$ cat src/rtl/alu_op_sequencer.sv
// alu_op_sequencer: issues one two-operand instruction at a time to a
// registered-latency ALU, owns the 8x8 register file and the flags register.
// Optional build macro ALU_SEQ_OVERLAP_EN: accept the next instruction on
// the writeback edge, forwarding the retiring result into operand reads.
module alu_op_sequencer #(
    parameter int ALU_LATENCY = 1
) (
    input  logic       clk,
    input  logic       reset,
    input  logic       instr_valid,
    output logic       instr_ready,
    input  logic [7:0] instr_op,
    input  logic [2:0] instr_rd,
    input  logic [2:0] instr_rs,
    input  logic [7:0] instr_imm,
    input  logic       instr_use_imm,
    output logic [7:0] alu_sel,
    output logic [7:0] alu_a,
    output logic [7:0] alu_b,
    input  logic [7:0] alu_x,
    input  logic [7:0] alu_flags,
    output logic [7:0] flags,
    output logic       done,
    output logic       done_err,
    input  logic [2:0] dbg_addr,
    output logic [7:0] dbg_data
);

    typedef enum logic [1:0] {IDLE, WAIT, WB} state_t;

    state_t      state, state_nxt;
    logic [3:0]  cnt;
    logic [7:0]  rf [8];
    logic [2:0]  wb_rd;
    logic        wb_legal;
    logic        wb_wr_rf;
    logic        accept;
    logic        op_legal, op_unary, op_wr_rf;
    logic [7:0]  rd_val, rs_val, src;

    // Opcode decode and operand selection for the instruction at the port
    always_comb begin
        op_legal = ((instr_op >= 8'h01) && (instr_op <= 8'h0F)) || (instr_op == 8'h80);
        op_unary = (instr_op == 8'h0C) || (instr_op == 8'h80);
        op_wr_rf = op_legal && (instr_op != 8'h0F);
`ifdef ALU_SEQ_OVERLAP_EN
        // A read racing the retiring writeback sees the ALU result directly
        rd_val = (state == WB && wb_wr_rf && wb_rd == instr_rd) ? alu_x : rf[instr_rd];
        rs_val = (state == WB && wb_wr_rf && wb_rd == instr_rs) ? alu_x : rf[instr_rs];
`else
        rd_val = rf[instr_rd];
        rs_val = rf[instr_rs];
`endif
        src = instr_use_imm ? instr_imm : rs_val;
    end

    // Next-state and handshake decode
    always_comb begin
        state_nxt   = state;
        instr_ready = 1'b0;
        case (state)
            IDLE: instr_ready = 1'b1;
            WB: begin
`ifdef ALU_SEQ_OVERLAP_EN
                instr_ready = 1'b1;
`endif
            end
            default: ;
        endcase
        accept = instr_valid && instr_ready;
        case (state)
            IDLE:    if (accept) state_nxt = WAIT;
            WAIT:    if (cnt == 4'd1) state_nxt = WB;
            WB:      state_nxt = accept ? WAIT : IDLE;
            default: state_nxt = IDLE;
        endcase
    end

    // State register
    always_ff @(posedge clk or posedge reset) begin
        if (reset) state <= IDLE;
        else       state <= state_nxt;
    end

    // Datapath: issue on accept, count down latency, retire in WB
    always_ff @(posedge clk or posedge reset) begin
        if (reset) begin
            for (int i = 0; i < 8; i++) rf[i] <= 8'h00;
            cnt      <= 4'd0;
            wb_rd    <= 3'd0;
            wb_legal <= 1'b0;
            wb_wr_rf <= 1'b0;
            alu_sel  <= 8'h00;
            alu_a    <= 8'h00;
            alu_b    <= 8'h00;
            flags    <= 8'h00;
            done     <= 1'b0;
            done_err <= 1'b0;
        end else begin
            done     <= 1'b0;
            done_err <= 1'b0;
            if (state == WAIT) cnt <= cnt - 4'd1;
            if (state == WB) begin
                done     <= 1'b1;
                done_err <= ~wb_legal;
                alu_sel  <= 8'h00;
                if (wb_wr_rf) rf[wb_rd] <= alu_x;
                if (wb_legal) flags <= alu_flags;
            end
            // Issue comes last so a same-edge accept overrides the WB clear
            if (accept) begin
                cnt      <= 4'(ALU_LATENCY);
                wb_rd    <= instr_rd;
                wb_legal <= op_legal;
                wb_wr_rf <= op_wr_rf;
                alu_sel  <= op_legal ? instr_op : 8'h00;
                alu_a    <= op_unary ? src : rd_val;
                alu_b    <= op_unary ? 8'h00 : src;
            end
        end
    end

    assign dbg_data = rf[dbg_addr];

endmodule

$ cat config.mk
export PLATFORM = sky130hd
export DESIGN_NAME = alu_op_sequencer
export DESIGN_NICKNAME = d
export VERILOG_FILES = /design/src/rtl/alu_op_sequencer.sv
export SDC_FILE = /design/constraint.sdc
export NUM_CORES = 1
export LEC_CHECK = 0
export ABC_AREA = 0
export CORE_AREA = 4 4 135 98
export CTS_CLUSTER_SIZE = 20
export DETAILED_ROUTE_END_ITERATION = 8
export DIE_AREA = 0 0 139 102
export PLACE_DENSITY = 0.76
export SETUP_SLACK_MARGIN = 0.15
export SLEW_MARGIN = 20
export SYNTH_ARGS = -nofsm -noshare
export SYNTH_HDL_FRONTEND = slang
export SYNTH_SLANG_ARGS = --single-unit
$ cat constraint.sdc
create_clock -name clk -period 3.15 [get_ports clk]
set_input_delay 0.4725 -clock clk [delete_from_list [all_inputs] [get_ports clk]]
set_output_delay 0.4725 -clock clk [all_outputs]
set_load 0.01 [all_outputs]
======== Yosys cells after proc, flatten, opt, wreduce, memory -nomap -nowiden ========
Index checks and enable logic that the tools add are counted.
Widths: inputs -> output; s select.
word-level totals
  register bits after elaboration ......... 109
  word-level logic and storage cells ...... 79
operators by class
  add/sub/neg operators ................... 1
  magnitude comparators ................... 7
  eq/ne operators ......................... 8
  muxes and demuxes ....................... 27
  bitwise operators ....................... 5
  reduce and logical (&&, ||, !) cells .... 12
operators with widths
  cell                 number
  $mux 8               13
  $bmux 8 s3           3
  $bwmux 64            1
  $demux 8 s3          1
  $ge 4x4->1 const B   4
  $not 3->4            4
  $eq 8x4->1 const B   1
  $eq 8x8->1 const B   1
  $ge 8x1->1 const B   1
  $le 8x4->1 const B   1
  $mux 4               2
  $ne 8x4->1 const B   1
  $pmux 2 s3           1
  $reduce_and 2->1     3
  $eq 4x1->1 const B   1
  $logic_and 1x1->1    4
  $lt 4x1->1 const B   1
  $mux 1               4
  $mux 2               2
  $ne 2x2->1 const B   2
  $reduce_bool 2->1    2
  $sub 4x1->4 const B  1
  $eq 2x1->1 const B   1
  $eq 2x2->1 const B   1
  other kinds (3)      4

======== Logic depth before layout (Yosys ltp) ========
Gate-level depths: netlist (run 1).
  depth in word-level cells ............... 6
  mapped depth ............................ 6
  depth with buffers taken out ............ 5

======== Worst setup path after synthesis (run 1) ========
Ideal clock, no wire load.
  kind .................................... input to output
  from .................................... in dbg_addr[0]
  to ...................................... out dbg_data[0]
  arrival time ............................ 1.797 ns
  required time ........................... 2.677 ns
  setup slack ............................. 0.881 ns
  stages .................................. 4
  path buffers ............................ 2
  cell sequence ........................... buf_2 > buf_2 > mux4_2 > mux2_2
on the way
  word-level cells in the longest chain between the ends .. 4
RTL lines
  item                                        line  source
  start, declared                             25    input logic [2:0] dbg_addr,
  $not 3->4 (not written as such)             123   assign dbg_data = rf[dbg_addr];
  $bmux 8 s3                                  123
  $mux 8 (not written as such) (2 in series)  123
  end, declared                               26    output logic [7:0] dbg_data
Every way passes these cells. The select of a mux whose other input is x is not followed.

======== Worst setup path after layout (run 1) ========
  from .................................... in dbg_addr[1]
  to ...................................... out dbg_data[6]
The elaborated chain is that of the path after synthesis.

==> results.txt, run 1 <==
largest net degree at the start of global routing: 110
Pwr per Cell Area: 622.1 mW/mm²
RSZ-0062 raised after global routing: false
setup bufs post-CTS: 0
FF+latch count, synth: 109
Tot GR Track Use: 0.2184
post-route clock period utilization: 0.9107
via count: 4083
first-pass GRT wire length: 23.85 mm
DRC violations left: 0
FP Rows: 34
initial drt markers: 384
Starting Density: 0.4794
Synth area leader: dfrtp_1
Final Max Slew Viols: 0
initial antenna violation count: 0
critical path launch point type: input pin
Final Skew: 0.006985 ns
FF-to-FF Start: state[0]$_DFFE_PP0P_
GRT overflow: 0
Mapped Area: 0.005792 mm²
CP Launch Point: dbg_addr[1]
Max VDD drop: 0.0003469 V
syn_nets: 458
Core Region: 0.01208 mm²
CTS sink cnt: 109
setup_tns: 0 ns
worst r2r path cells: 4
Layout Area Growth over Synthesis: 23.89%
CTS tree: built
Avg Vias per Cell: 6.140
hold_ws: 0.4842 ns
worst slew pin tran: 0.8017 ns
crit path max fanout: 7
Hold Path Cell Cnt: 1
wire length per cell: 22.88 µm
Port Buffers: 87
worst-skew pair later-pin latency: 0.35 ns
Leak: 0.003088 µW
htree depth: 3
Yosys top cell area share: 0.4709
Final Hold Fails: 0
synthesized area per cell: 14.09 µm²
Root Buffer: clkbuf_16
sequential cell area fraction in the yosys report: 0.4709
Setup crit end kind: primary output
HP Class: flop to flop
max_cap viols: 0
Die X: 139 µm
ratio of cells with drive above 1 in the final layout: 0.3380
Primary FF master, synth: dfrtp_1
Final Setup Violations: 0
vias in the first global route: 4106
most common cell after layout, fill and taps aside: dfrtp_1
CP required: 2.68 ns
synth warn: 0
Total Routed Length: 15.21 mm
GP Congestion: 0.8470
1st-pass router iterations: 5
fillers: 935
Mapped Cells: 411
asr flop ratio synth: 1.000
Antenna diodes: 0
WHS Endpoint: done_err$_DFF_PP0_
die area: 0.01418 mm²
Max Buffers Root-to-Sink: 2
CTS clk-pin slew, worst paths: 0.08 ns
crit path DAT: 2.40 ns
Synth area leaders: dfrtp_1 47%, mux4_2 16%, mux2_2 15%, mux2i_1 4.1%, a22o_1 2.0%
Num CTS Buffers: 9
cts repair resizes: 0
Min Clock Period, post-route: 2.869 ns
status: complete, no violations
num ports: 88
worst r2r dst: rf[45]$_DFFE_PP0P_
Netlist cell types: 42
DPL Wire Length: 10.39 mm
die height: 102 µm
WS Path Type: input pin to primary output
Post-synth EDFFs: 0
beginning of the worst hold path: wb_legal$_DFFE_PP0P_
R2R Setup Slk: 1.12 ns
FMAX: 0.3486 GHz
# hold bufs at CTS: 0
multi-input logic area: 0.002902 mm²
Final nets: 545
Antenna Nets Post-Route: 0
Reg area: 0.002728 mm²
most frequent cells in the layout: 109 x dfrtp_1, 86 x clkdlybuf4s50_1, 79 x mux2_2
relative slew slack: 0.4639
-- Yosys cell counts (4+ instances only) --
| library cell | number |
|---|---|
| nand3_1 | 14 |
| buf_2 | 10 |
| clkbuf_1 | 10 |
| a221o_1 | 8 |
| dfrtp_1 | 109 |
| mux4_2 | 40 |
| mux2_2 | 79 |
| and3_1 | 5 |
| nand2_1 | 22 |
| nor2_1 | 13 |
| buf_4 | 4 |
| o21ai_1 | 8 |
| a22o_1 | 13 |
| o221a_2 | 8 |
| mux2i_1 | 24 |
| o21ai_0 | 5 |
-- per-layer routing --
metal  up-vias  part of all wire  global-route usage
met5         -                 0                   0
met4         0            0.0083             0.04887
li1       1759                 -                   -
met3        17             0.098             0.06735
met2       212              0.44              0.3241
met1      2095              0.45              0.3204
-- kinds of logic (layout without fill, tap and decap cells) --
family / Yosys count / in the layout / share of synthesized area
AOI/OAI and AO/OA: 44 / 44 / 0.06373
xor gates and xnor gates: 2 / 2 / 0.003025
DFF: 109 / 109 / 0.4709
adders and majority gates: 2 / 2 / 0.004320
muxes: 144 / 144 / 0.3526
buffers and inverters: 32 / 124 / 0.02808
and+or+nand+nor: 78 / 78 / 0.07734
-- worst max-delay path, stage by stage --
cell and delay [ns]:
clkdlybuf4s50_1 0.61, buf_4 0.23, mux4_2 0.31, mux2_2 0.28, clkdlybuf4s50_1 0.48
-- area by class of cell --
type,count,area share
multi-input cells,270,0.4044
clock inverters,6,0.007323
flip-flops and latches,109,0.3801
inverters,4,0.002616
well taps,162,0.02825
repair buffers,104,0.1454
clock buffers,10,0.03191
-- sequential cells by signal, indices dropped and copies added (netlist names) --
signal,flops
wb_wr_rf,1
state,2
alu_b,8
done_err,1
done,1
alu_a,8
cnt,4
rf,64
wb_rd,3
wb_legal,1
alu_sel,8
flags,8
-- metrics by stage --
stage / util / power, µW / cell area [µm²] / setup WS [ns] / cells
floorplan: - / 2725 / 5796 / 0.8808 / 411
detailed placement: 0.5684 / 3386 / 6867 / 0.2072 / 648
CTS: 0.5917 / 4479 / 7148 / 0.2081 / 664
finish: 0.5939 / 4464 / 7176 / 0.2814 / 665
global placement: 0.5684 / 3329 / 6867 / 0.2343 / 648
global route: 0.5939 / 4681 / 7176 / 0.2423 / 665
-- power by group --
part / leakage, µW / switching (µW) / internal, µW / total (µW)
sequential: 0.00139 / 248 / 1690 / 1940
clock: 0.000139 / 549 / 554 / 1100
combinational: 0.00156 / 591 / 833 / 1420
total: 0.00309 / 1390 / 3080 / 4460
-- how the worst max path moves through the flow --
stage                     slack, ns          end
final                          0.28  dbg_data[6]
after global routing           0.24  dbg_data[1]
after CTS                      0.21  dbg_data[6]
after detailed placement       0.21  dbg_data[6]
after global placement         0.23  dbg_data[3]
after floorplan                0.88  dbg_data[0]
Note: power is estimated with default switching activity, not from simulation.
==> inputs of run 2 (changes only) <==
--- a/config.mk
+++ b/config.mk
@@ -6,6 +6,7 @@
 export NUM_CORES = 1
 export LEC_CHECK = 0
 export ABC_AREA = 0
+export ABC_CLOCK_PERIOD_IN_PS = 3150
 export CORE_AREA = 4 4 135 98
 export CTS_CLUSTER_SIZE = 20
 export DETAILED_ROUTE_END_ITERATION = 8
==> results of run 2 <==
Final layout, timing and power as in run 1 (identical DEF).
==> inputs of run 3 (changes only) <==
--- a/config.mk
+++ b/config.mk
@@ -11,6 +11,7 @@
 export CTS_CLUSTER_SIZE = 20
 export DETAILED_ROUTE_END_ITERATION = 8
 export DIE_AREA = 0 0 139 102
+export GPL_TIMING_DRIVEN = 1
 export PLACE_DENSITY = 0.76
 export SETUP_SLACK_MARGIN = 0.15
 export SLEW_MARGIN = 20
==> results of run 3 <==
Final layout, timing and power as in run 1 (identical DEF).
